### src/rtl/i2s_stream_if.sv
// Stereo sample stream with valid/ready handshake feeding the I2S transmitter.
interface i2s_stream_if #(
    parameter int unsigned DATA_WIDTH = 24
);
    logic [DATA_WIDTH-1:0] left;
    logic [DATA_WIDTH-1:0] right;
    logic                  valid;
    logic                  ready;

    modport master (output left, output right, output valid, input ready);
    modport slave  (input left, input right, input valid, output ready);
endinterface

### src/rtl/i2s_stream_tx.sv
// Stereo I2S / left-justified serialiser with frame FIFO, internal BCLK/LRCLK
// generation from the system clock, mute and sticky underrun reporting.
module i2s_stream_tx #(
    parameter int unsigned DATA_WIDTH = 24,
    parameter int unsigned SLOT_WIDTH = 32,
    parameter int unsigned BCLK_DIV   = 4,
    parameter int unsigned FIFO_DEPTH = 8
) (
    input  logic                        clk,
    input  logic                        rst_n,
    i2s_stream_if.slave                 s_in,
    input  logic                        i_mode,
    input  logic                        i_mute,
    input  logic                        i_clr_underrun,
    output logic                        o_bclk,
    output logic                        o_lrclk,
    output logic                        o_dacdat,
    output logic                        o_frame_tick,
    output logic                        o_underrun,
    output logic [$clog2(FIFO_DEPTH):0] o_level
);

    localparam int unsigned FRAME_BITS = 2 * SLOT_WIDTH;
    localparam int unsigned BIT_W      = $clog2(FRAME_BITS);
    localparam int unsigned DIV_W      = $clog2(BCLK_DIV);
    localparam int unsigned PTR_W      = $clog2(FIFO_DEPTH);
    localparam int unsigned LVL_W      = PTR_W + 1;

    logic [DIV_W-1:0]      div_cnt;
    logic [DIV_W-1:0]      div_next;
    logic [BIT_W-1:0]      bit_cnt;
    logic [BIT_W-1:0]      bit_next;
    logic                  fall;
    logic                  frame_start;

    logic [DATA_WIDTH-1:0] mem_l [FIFO_DEPTH];
    logic [DATA_WIDTH-1:0] mem_r [FIFO_DEPTH];
    logic [PTR_W-1:0]      wr_ptr;
    logic [PTR_W-1:0]      rd_ptr;
    logic                  fifo_empty;
    logic                  push;
    logic                  pop;

    logic [DATA_WIDTH-1:0] sample_l;
    logic [DATA_WIDTH-1:0] sample_r;
    logic                  mode_q;
    logic                  armed;
    logic                  underrun_set;

    logic [DATA_WIDTH-1:0] cur_l;
    logic [DATA_WIDTH-1:0] cur_r;
    logic                  cur_mode;
    logic                  slot_right;
    logic                  data_bit;

    assign fall        = (div_cnt == DIV_W'(BCLK_DIV - 1));
    assign div_next    = fall ? '0 : div_cnt + 1'b1;
    assign bit_next    = (bit_cnt == BIT_W'(FRAME_BITS - 1)) ? '0 : bit_cnt + 1'b1;
    assign frame_start = fall && (bit_cnt == BIT_W'(FRAME_BITS - 1));

    // The registered level decides emptiness, so a same-cycle push is never bypassed.
    assign fifo_empty   = (o_level == '0);
    assign s_in.ready   = (o_level != LVL_W'(FIFO_DEPTH));
    assign push         = s_in.valid && s_in.ready;
    assign pop          = frame_start && !fifo_empty;
    assign underrun_set = frame_start && fifo_empty && armed;

    // Serial bit for the slot position being entered on this falling edge.
    always_comb begin
        logic [31:0]           pos;
        logic [31:0]           p;
        logic [31:0]           d;
        logic [31:0]           idx;
        logic [DATA_WIDTH-1:0] sample;
        logic [DATA_WIDTH-1:0] shifted;

        cur_l      = sample_l;
        cur_r      = sample_r;
        cur_mode   = mode_q;
        if (frame_start) begin
            cur_l    = pop ? mem_l[rd_ptr] : '0;
            cur_r    = pop ? mem_r[rd_ptr] : '0;
            cur_mode = i_mode;
        end

        pos        = 32'(bit_next);
        slot_right = (pos >= SLOT_WIDTH);
        p          = slot_right ? pos - SLOT_WIDTH : pos;
        d          = cur_mode ? 32'd0 : 32'd1;
        idx        = p - d;
        sample     = slot_right ? cur_r : cur_l;
        shifted    = sample << idx;
        data_bit   = 1'b0;
        if ((p >= d) && (idx < DATA_WIDTH)) begin
            data_bit = shifted[DATA_WIDTH-1];
        end
    end

    always_ff @(posedge clk) begin
        if (!rst_n) begin
            div_cnt      <= '0;
            bit_cnt      <= BIT_W'(FRAME_BITS - 1);
            o_bclk       <= 1'b0;
            o_lrclk      <= 1'b1;
            o_dacdat     <= 1'b0;
            o_frame_tick <= 1'b0;
            o_underrun   <= 1'b0;
            o_level      <= '0;
            wr_ptr       <= '0;
            rd_ptr       <= '0;
            sample_l     <= '0;
            sample_r     <= '0;
            mode_q       <= 1'b0;
            armed        <= 1'b0;
        end else begin
            div_cnt      <= div_next;
            o_bclk       <= (32'(div_next) >= (BCLK_DIV / 2));
            o_frame_tick <= frame_start;

            if (fall) begin
                bit_cnt  <= bit_next;
                o_lrclk  <= slot_right;
                o_dacdat <= data_bit && !i_mute;
            end

            if (frame_start) begin
                sample_l <= cur_l;
                sample_r <= cur_r;
                mode_q   <= i_mode;
            end
            if (pop) begin
                armed <= 1'b1;
            end

            // A set outranks a clear arriving in the same cycle.
            if (underrun_set) begin
                o_underrun <= 1'b1;
            end else if (i_clr_underrun) begin
                o_underrun <= 1'b0;
            end

            if (push) begin
                wr_ptr <= wr_ptr + 1'b1;
            end
            if (pop) begin
                rd_ptr <= rd_ptr + 1'b1;
            end
            if (push && !pop) begin
                o_level <= o_level + 1'b1;
            end else if (pop && !push) begin
                o_level <= o_level - 1'b1;
            end
        end
    end

    // Frame storage carries no reset; pointers and level define validity.
    always_ff @(posedge clk) begin
        if (push) begin
            mem_l[wr_ptr] <= s_in.left;
            mem_r[wr_ptr] <= s_in.right;
        end
    end

endmodule

### src/flat_wrapper.sv
// flat-port wrapper written by rule: the top's interface ports become plain ports
module i2s_stream_tx_flat 
#(
    parameter int unsigned DATA_WIDTH = 24,
    parameter int unsigned SLOT_WIDTH = 32,
    parameter int unsigned BCLK_DIV   = 4,
    parameter int unsigned FIFO_DEPTH = 8
)
  (clk, rst_n, i_mode, i_mute, i_clr_underrun, o_bclk, o_lrclk, o_dacdat, o_frame_tick, o_underrun, o_level, s_in_left, s_in_right, s_in_valid, s_in_ready);
  i2s_stream_if #(.DATA_WIDTH(DATA_WIDTH)) s_in_i ();
  input  logic clk;
  input  logic rst_n;
  input  logic i_mode;
  input  logic i_mute;
  input  logic i_clr_underrun;
  output logic o_bclk;
  output logic o_lrclk;
  output logic o_dacdat;
  output logic o_frame_tick;
  output logic o_underrun;
  output logic [$clog2(FIFO_DEPTH):0] o_level;
  input wire logic [$bits(s_in_i.left)-1:0] s_in_left;
  input wire logic [$bits(s_in_i.right)-1:0] s_in_right;
  input wire logic [$bits(s_in_i.valid)-1:0] s_in_valid;
  output wire logic [$bits(s_in_i.ready)-1:0] s_in_ready;
  assign s_in_i.left = s_in_left;
  assign s_in_i.right = s_in_right;
  assign s_in_i.valid = s_in_valid;
  assign s_in_ready = s_in_i.ready;
  i2s_stream_tx #(.DATA_WIDTH(DATA_WIDTH), .SLOT_WIDTH(SLOT_WIDTH), .BCLK_DIV(BCLK_DIV), .FIFO_DEPTH(FIFO_DEPTH)) u_core (.clk(clk), .rst_n(rst_n), .s_in(s_in_i), .i_mode(i_mode), .i_mute(i_mute), .i_clr_underrun(i_clr_underrun), .o_bclk(o_bclk), .o_lrclk(o_lrclk), .o_dacdat(o_dacdat), .o_frame_tick(o_frame_tick), .o_underrun(o_underrun), .o_level(o_level));
endmodule
### config.mk
export PLATFORM = sky130hd
export DESIGN_NAME = i2s_stream_tx_flat
export DESIGN_NICKNAME = d
export VERILOG_FILES = /design/src/rtl/i2s_stream_if.sv /design/src/rtl/i2s_stream_tx.sv /design/src/flat_wrapper.sv
export SDC_FILE = /design/constraint.sdc
export NUM_CORES = 1
export LEC_CHECK = 0
export BUFFER_PORTS_ARGS = -buffer_cell sky130_fd_sc_hd__buf_2
export CAP_MARGIN = 20
export CELL_PAD_IN_SITES_DETAIL_PLACEMENT = 1
export CELL_PAD_IN_SITES_GLOBAL_PLACEMENT = 1
export CORE_ASPECT_RATIO = 1.5
export CORE_MARGIN = 8
export CORE_UTILIZATION = 53
export CTS_BUF_LIST = sky130_fd_sc_hd__clkbuf_16
export DETAILED_ROUTE_END_ITERATION = 8
export GPL_TIMING_DRIVEN = 0
export HOLD_SLACK_MARGIN = 0.03
export PLACE_DENSITY = 0.79
export SLEW_MARGIN = 20
export SYNTH_ARGS = -nofsm -noshare
export SYNTH_HDL_FRONTEND = slang
export SYNTH_SLANG_ARGS = --single-unit
### constraint.sdc
create_clock -name clk -period 8.1 [get_ports clk]
set_clock_uncertainty 0.15 [all_clocks]
set_input_delay 0.405 -clock clk [delete_from_list [all_inputs] [get_ports clk]]
set_output_delay 0.405 -clock clk [all_outputs]
set_load 0.02 [all_outputs]
==> flow_results.org, run 1 <==
** Route
- Average detailed-routed wire length per instance :: 28.1 um
- After detailed routing, the number of vias per cell comes to 6.12.
- DRC Markers :: 0
- Vias post-DR :: 10700
- Antenna-violating nets left :: 0
- Before antenna repair, the detailed router went through 4 iterations.
- The first routing iteration left 617 violations.
- The final layout contains routed wiring with a total length of 49200 um.

** Pwr
- Across the VDD grid, the largest voltage drop is 0.201 mV.
- The completed layout was analyzed and its total power is 0.00549 W.
- For this design the static power due to leakage is 7.22 nW.
- For this design the ratio of total power to cell area is 254 nW/um^2.

** Outcome
- The run finished with clean final reports.

** Clock tree
- For the worst-skew pair, the clock arrives at the later sink with an insertion delay of 0.55 ns.
- Cts repair resizes :: 0
- Counting along the longest clock path gives a buffer depth of 3.
- Clock-pin slew was measured on the worst setup and hold paths at 0.07 ns.
- Clock tree synthesis inserted a total of 41 buffers.
- The clock tree synthesis step divided the H-tree into 2 levels.
- The clock net in this run drives a total of 459 sinks.
- CTS tree :: built
- Cell chosen for the clock root :: sky130_fd_sc_hd__clkbuf_16

** Synth
- Counting every instance in the synthesized netlist gives 1072.
- The largest total area in the synthesized netlist belongs to sky130_fd_sc_hd__edfxtp_1.
- When the netlist entered floorplanning its net count stood at 1147.
- Area fraction of the dominant cell type after synthesis :: 0.623
- Among all flip-flop cells after synthesis, the most frequent one is sky130_fd_sc_hd__edfxtp_1.
- Share of the yosys chip area belonging to registers :: 0.705
- Mean post-synth cell area :: 17.3 sq um
- During synthesis, Yosys emitted a total of 0 warnings.
- Post-synth EDFFs :: 384
- After synthesis the netlist holds a flip-flop and latch count of 459.
- After synthesis, the share of flip-flops with an asynchronous set or reset is 0.
- After synthesis, the cell types taking the most area are sky130_fd_sc_hd__edfxtp_1 62%, sky130_fd_sc_hd__mux4_2 11%, sky130_fd_sc_hd__dfxtp_1 8.1%.
- After synthesis, the netlist uses 64 different library cells.
- Post-Synthesis Cell Area :: 18500 sq um

** Floorplanning
- In this run the standard cell core region covers 34700 sq um.
- Die Span X :: 169 um
- The floorplan has 84 rows.
- The die covers 41300 sq um.
- Die height :: 245 um
- # IOs :: 64
- Starting Density :: 0.533

** Timing
- Remaining max-slew budget at the tightest pin :: 0.276
- Fmax :: 189 MHz
- Final count of hold timing violations :: 0
- Of the available clock period, the critical path in the final layout requires 0.654.
- For the pin with the worst max-slew slack, the measured transition is 1.09 ns.
- Setup violations remaining at the end of the flow were counted as 0.
- Fin crit period :: 5.30 ns
- Setup repair after global routing left no endpoint under its margin.
- The number of max-slew violations in the final report came to 0.

** Global routing
- Overall track demand over capacity in global routing :: 0.242
- Total grt overflow :: 0
- The first global-routing pass estimated 74000 um of wire.
- Maximum number of pins on one net before global-route repair :: 21
- Number of antenna violations at the first check in global routing :: 1
- The via count of the first global-routing pass came to 11700.

** Place
- After detailed placement, the design holds a cell count of 1625.
- GPL Wtd Cong :: 0.936
- IO Port Bufs :: 63
- Detailed placement finished with a half-perimeter wire length of 33000 um.

** Finish
- Number of fillers in the final layout :: 3140
- Non-filler instance count after layout :: 1752
- In the final design database the tool counted 1363 nets.
- Area Overhead vs Synth :: 16.8%
- Of the cells placed in the final design, the portion with a size suffix greater than 1 is 0.242.
- Most common cell after layout, fill and taps aside :: sky130_fd_sc_hd__edfxtp_1
- Commonest non-fill, non-tap cells in the layout :: 384 x sky130_fd_sc_hd__edfxtp_1, 98 x sky130_fd_sc_hd__buf_2, 94 x sky130_fd_sc_hd__mux4_2, 82 x sky130_fd_sc_hd__nand2_1, 75 x sky130_fd_sc_hd__dfxtp_1

** Setup path
- Worst Path Required :: 8.38 ns
- For the worst setup path, the data arrival time is 5.58 ns.
- Kind of end point of the critical path :: flop
- The setup path with the least slack is of type flop to flop.
- Biggest fanout along the worst timing path :: 10
- STA classifies the critical path startpoint as a flop.

** Min path
- Class of the most critical hold timing path :: input pin to flop

** Flow run
- The tool flagged a number of max-cap violations equal to 0.
## cells by family after synthesis
kind of cell             after synthesis  share of synthesized area
XOR/XNOR                              13                    0.00697
flip-flops                           459                      0.705
AND/OR/NAND/NOR                      220                     0.0622
multiplexers                         151                      0.145
buffers and inverters                 78                     0.0191
AO/OA/AOI/OAI                        130                     0.0469
adder cells (fa/ha/maj)               21                     0.0150
## final timing paths
kind	startpoint	to	slack, ns	cells past startpoint
worst max-delay path	u_core.bit_cnt[0]$_SDFFE_PN1N_	u_core.o_dacdat$_SDFFE_PN0N_	2.80	17
worst min-delay path	s_in_valid	u_core.wr_ptr[1]$_SDFFE_PN0P_	0.21	4
worst max register to register	u_core.bit_cnt[0]$_SDFFE_PN1N_	u_core.o_dacdat$_SDFFE_PN0N_	2.80	17
worst min register to register	u_core.div_cnt[0]$_SDFF_PN0_	u_core.div_cnt[0]$_SDFF_PN0_	0.28	1
## per-stage QoR
step	hold WS, ns	setup TNS (ns)	cell area [sq um]	util	setup WS [ns]
final	0.213	0	21600	0.623	2.80
after global routing	0.253	0	21600	0.623	2.43
after CTS	0.210	0	21600	0.623	2.83
after detailed placement	0.281	0	19800	0.572	2.86
after global placement	0.263	-477.50	19400	0.558	-3.70
after floorplan	0.251	0	18500	-	1.33
## sequential cells by signal (all words and copies together) (netlist names), 2 cells and up, named ones only
signal	cells
u_core.mem_l	192
u_core.mem_r	192
u_core.sample_l	24
u_core.sample_r	24
u_core.bit_cnt	6
u_core.o_level	4
u_core.rd_ptr	3
u_core.wr_ptr	3
u_core.div_cnt	2
## final cells by class
| type | count | area, sq um | area share |
|---|---|---|---|
| Inverter | 12 | 45.0 | 0.00208 |
| Clock inverter | 33 | 191 | 0.00886 |
| Antenna cell | 1 | 2.50 | 0.000116 |
| Timing Repair Buffer | 173 | 1260 | 0.0584 |
| Buffer | 66 | 309 | 0.0143 |
| Sequential cell | 459 | 13000 | 0.603 |
| Tap cell | 430 | 538 | 0.0249 |
| Multi-Input combinational cell | 535 | 5160 | 0.239 |
| Clock buffer | 43 | 1080 | 0.0498 |
## timing repair
item,CTS,global route
hold buffers,50,0
endpoints found under the hold margin,386,0
setup buffers,0,0
## per-layer routing
metal,vias up,track usage,wire (um)
met5,-,0,0
met4,0,0.132,2540
met3,126,0.0325,2170
met2,347,0.428,25700
met1,5586,0.284,18700
li1,4663,-,-
## cells in the mapped netlist (6+ instances only)
library cell                number
sky130_fd_sc_hd__a211oi_1        6
sky130_fd_sc_hd__a21oi_1        14
sky130_fd_sc_hd__and2_1         51
sky130_fd_sc_hd__and3_1          7
sky130_fd_sc_hd__buf_1           8
sky130_fd_sc_hd__buf_2          19
sky130_fd_sc_hd__buf_4           8
sky130_fd_sc_hd__clkbuf_1       30
sky130_fd_sc_hd__dfxtp_1        75
sky130_fd_sc_hd__edfxtp_1      384
sky130_fd_sc_hd__ha_1           19
sky130_fd_sc_hd__inv_1           9
sky130_fd_sc_hd__mux2i_1        57
sky130_fd_sc_hd__mux4_2         94
sky130_fd_sc_hd__nand2_1        82
sky130_fd_sc_hd__nand3_1        10
sky130_fd_sc_hd__nand4b_1        7
sky130_fd_sc_hd__nor2_1         20
sky130_fd_sc_hd__nor2b_1        11
sky130_fd_sc_hd__nor3_1          6
sky130_fd_sc_hd__o211ai_1       10
sky130_fd_sc_hd__o21ai_0        45
sky130_fd_sc_hd__o2bb2ai_1       6
sky130_fd_sc_hd__xnor2_1         8
## where the power goes
group	switching, W	internal (W)
registers	0.0000653	0.00272
logic	0.000503	0.000332
clock network	0.000866	0.00100
## worst max-delay path: stages, from the launching register on
cell	delay, ns
sky130_fd_sc_hd__dfxtp_1	0.37
sky130_fd_sc_hd__ha_1	0.26
sky130_fd_sc_hd__and3_1	0.20
sky130_fd_sc_hd__nand2_1	0.30
sky130_fd_sc_hd__clkbuf_1	0.51
sky130_fd_sc_hd__buf_1	0.45
sky130_fd_sc_hd__mux2i_1	0.29
sky130_fd_sc_hd__ha_1	0.26
sky130_fd_sc_hd__ha_1	0.17
sky130_fd_sc_hd__clkbuf_1	0.35
sky130_fd_sc_hd__xor3_1	0.41
sky130_fd_sc_hd__and2_1	0.25
sky130_fd_sc_hd__nand2_1	0.07
sky130_fd_sc_hd__a211oi_1	0.07
sky130_fd_sc_hd__or4_4	0.53
sky130_fd_sc_hd__nor4b_2	0.29
sky130_fd_sc_hd__a31oi_1	0.12
sky130_fd_sc_hd__o311a_1	0.13
No activity file was read; power rests on OpenSTA's default activity.
==> run 2, diff against run 1 <==
- ABC_AREA: default -> 1
- CORE_UTILIZATION: 53 -> 50
- PLACE_DENSITY: 0.79 -> 0.8
- clock period: 8.1 -> 5.16 ns (I/O delays scaled with it)
==> run 2 against run 1 <==
Compared with the run above: count of clock-buffer cells in the layout grew 2; core utilization shrank 3.0 points; maximum frequency grew 19%; largest cell class unchanged; critical path type unchanged.
==> flow_results.org, run 2 <==
** Synth
- A synthesized cell averages 10.7 sq um.
- The Yosys step of the flow raised 0 warnings.
- In this run, synthesis produced a sequential element count of 459.
- Synthesis handed over a netlist of 1767 instances.
- Among all flip-flop cells after synthesis, the most frequent one is sky130_fd_sc_hd__edfxtp_1.
- Post-synth EDFFs :: 384
- The most common cell in the synthesized netlist is sky130_fd_sc_hd__nand2_1.
- Post-Synthesis Cell Area :: 18900 sq um
- The share of synthesized area in the top cell type comes to 0.611.
- Top post-synthesis cells by area :: sky130_fd_sc_hd__edfxtp_1 61%, sky130_fd_sc_hd__nand2_1 12%, sky130_fd_sc_hd__nand3_1 8.4%
- When the netlist entered floorplanning its net count stood at 1842.
- Post-synth top cells :: 601 x sky130_fd_sc_hd__nand2_1, 384 x sky130_fd_sc_hd__edfxtp_1, 315 x sky130_fd_sc_hd__nand3_1
- The netlist uses 32 different library cells.
- Of all flip-flops after synthesis, the portion carrying an async set or reset was 0.
- Share of the yosys chip area belonging to registers :: 0.691
- The largest total area in the synthesized netlist belongs to sky130_fd_sc_hd__edfxtp_1.

** Clock tree
- After clock tree synthesis, the clock-pin slew on the worst setup and hold paths is 0.06 ns.
- The tree is rooted in a sky130_fd_sc_hd__clkbuf_16.
- Buffers inserted to repair hold after CTS numbered 52.
- TritonCTS buffer count :: 43
- The number of setup buffers added after CTS is 0.
- Gates resized during post-CTS repair numbered 0.
- Clock Latency Late Sink :: 0.56 ns
- Counting along the longest clock path gives a buffer depth of 3.
- TritonCTS built the clock tree.
- The clock drives 459 sinks.
- H-tree levels :: 2

** Timing
- Endpoints failing setup :: 0
- Hold_ws :: 0.170 ns
- The number of max-slew violations in the final report came to 0.
- Worst slew pin tran :: 1.10 ns
- Dividing the final minimum period by the clock period gives 0.863.
- Based on the critical path, the design can be clocked at up to 225 MHz.
- Worst setup slack after layout :: 0.707 ns
- Final count of hold timing violations :: 0
- For the finished layout, the period the worst path requires is 4.45 ns.
- Remaining max-slew budget at the tightest pin :: 0.268
- Setup repair after global routing left no endpoint under its margin.

** Pwr
- Largest vdd supply drop :: 0.330 mV
- Overall power :: 0.00882 W
- The analysis attributes to cell leakage a power of 8.48 nW.
- Power density over the cells :: 398 nW/um^2

** Setup path
- The critical path in this run is classified as flop to flop.
- Slowest cell delay on critical path :: 0.37 ns
- Worst Path Required :: 5.49 ns
- STA puts the critical path data arrival time at 4.78 ns.
- Counting buffers and inverters, the worst setup path is 24 cells deep.
- Largest delay contributor family on the critical path :: simple AND/OR/NAND/NOR gates
- The worst setup path is launched from a flop.
- The number of buffers and inverters on the critical path is 3.
- Slowest stage cell, crit path :: sky130_fd_sc_hd__dfxtp_1
- The worst setup path is captured at a flop.
- Of all nets on the critical path, the largest fanout is 10.
- Number of cells traversed by the worst register-to-register path :: 24
- Critical path, cell by cell :: ha_1 > nand2_1 > nor2_4 > nand2_1 > nand2_1 > nand2_1 > inv_1 > nor2_4 > buf_2 > ha_1 > nand2_1 > nor2_1 > nand2_1 > nor2_1 > inv_1 > ha_1 > or2_2 > nor4_1 > nand4_1 > a211oi_1 > nand2_1 > nor2_1 > nor2_1 > nor2_1
- Most frequent cell on the critical path :: sky130_fd_sc_hd__nand2_1

** Finish
- For this run, the post-layout net count is 2021.
- Number of fillers in the final layout :: 3994
- Compared with the post-synthesis result, the final layout area differs by 17.6%.
- Commonest non-fill, non-tap cells in the layout :: 601 x sky130_fd_sc_hd__nand2_1, 384 x sky130_fd_sc_hd__edfxtp_1, 315 x sky130_fd_sc_hd__nand3_1, 99 x sky130_fd_sc_hd__buf_2, 82 x sky130_fd_sc_hd__nor2_1
- The number of antenna diodes in the final layout is 0.
- In the final layout, the registers with the most flip-flops are u_core.mem_l x192, u_core.mem_r x192.
- Share of layout cells above drive strength 1 :: 0.0986
- Once layout is done, the placed cells without fillers occupy 22200 sq um.
- Most common cell after layout, fill and taps aside :: sky130_fd_sc_hd__nand2_1

** Floorplanning
- Standard-cell rows :: 87
- The die covers 44300 sq um.
- # IOs :: 64
- Die Span X :: 175 um
- For this configuration, the core starts out at a cell density of 0.504.
- The die is 254 um tall.
- Standard cell core area :: 37400 sq um

** Route
- Summed over all layers, the routed wires come to 60300 um.
- Number of vias per cell after detailed routing :: 5.86
- Drt initial violations :: 1087
- The first detailed-routing pass ran for 7 iterations.
- Average detailed-routed wire length per instance :: 24.4 um
- Vias post-DR :: 14500
- The count of nets left with antenna violations once routing finished came out at 0.
- For this run, design rule violations remaining after detail routing come to 0.

** Min path
- Hold Crit Depth :: 8
- The worst hold path belongs to the class input pin to flop.

** Global routing
- The via count of the first global-routing pass came to 15800.
- Overall track demand over capacity in global routing :: 0.271
- Summed over all layers, the global routing overflow is 0.
- Global-route wire length before repair :: 91000 um
- The number of antenna violations at the first check in global routing was 1.
- Entering global routing, the biggest net connects 23 pins.

** Place
- Instance area at placement :: 20300 sq um
- Detailed placement ended at an HPWL of 40400 um.
- Setup slack at placement :: 0.762 ns
- At the end of routability-driven placement, the weighted congestion stood at 0.855.
- IO Port Bufs :: 63

** Outcome
- Result of the run :: completed

** Flow run
- Max capacitance violation total :: 0
-- run 2: cell types whose count changed after synthesis, sizes merged, moves of 7 or more --
cell,previous run,this run
xnor2,8,1
clkbuf,30,42
nor2b,11,0
a21oi,14,60
nand3,10,316
mux2i,57,1
nand4b,7,0
and2,51,0
buf,36,55
nand2,82,601
inv,12,55
nor2,20,92
mux4,94,0
o21ai,46,31
-- run 2: cells by family after synthesis --
group	count (synthesis)	synth area share
fa+ha+maj	21	0.0147
mux	1	0.000530
xor+xnor	9	0.00418
compound gates	100	0.0279
simple gates	1023	0.227
flops	459	0.691
buf+inv	154	0.0346
-- run 2: worst min-delay path, stage by stage --
cell,delay (ns)
sky130_fd_sc_hd__buf_2,0.09
sky130_fd_sc_hd__nor4_1,0.05
sky130_fd_sc_hd__nand4_1,0.11
sky130_fd_sc_hd__a211oi_1,0.06
sky130_fd_sc_hd__nand2_1,0.05
sky130_fd_sc_hd__nor2_1,0.06
sky130_fd_sc_hd__nor2_1,0.09
sky130_fd_sc_hd__nor2_1,0.04
-- run 2: cell type report --
class	count	area, sq um	share of cell area
clock inverters	32	223	0.0100
well taps	489	612	0.0276
inverters	57	214	0.00964
repair buffers	134	1300	0.0587
multi-input cells	1154	5250	0.236
plain buffers	97	439	0.0198
clock buffers	45	1130	0.0507
flip-flops and latches	459	13000	0.587
-- run 2: power breakdown --
| group | switching, W | internal [W] |
|---|---|---|
| combinational | 0.000974 | 0.000469 |
| sequential | 0.0000650 | 0.00421 |
| clock | 0.00138 | 0.00173 |
| total | 0.00242 | 0.00640 |
-- run 2: per-stage QoR --
stage,utilization,cells,setup TNS [ns]
floorplan,-,1767,0
global placement,0.529,2319,-192.98
detailed placement,0.543,2338,0
CTS,0.593,2467,0
global route,0.593,2467,0
finish,0.593,2467,0
-- run 2: layer usage --
metal | vias up | GRT usage | routed length [um]
li1 | 6448 | - | -
met1 | 7232 | 0.283 | 21500
met2 | 579 | 0.510 | 32200
met3 | 191 | 0.0419 | 3290
met4 | 2 | 0.153 | 3300
met5 | - | 0 | 12
-- run 2: path summary, 6_finish.rpt --
path                                                startpoint  slack, ns                           end
worst min register to register    u_core.div_cnt[0]$_SDFF_PN0_       0.28  u_core.div_cnt[0]$_SDFF_PN0_
worst min-delay path                                    i_mute       0.17  u_core.o_dacdat$_SDFFE_PN0N_
worst max-delay path            u_core.bit_cnt[0]$_SDFFE_PN1N_       0.71  u_core.o_dacdat$_SDFFE_PN0N_
worst max register to register  u_core.bit_cnt[0]$_SDFFE_PN1N_       0.71  u_core.o_dacdat$_SDFFE_PN0N_
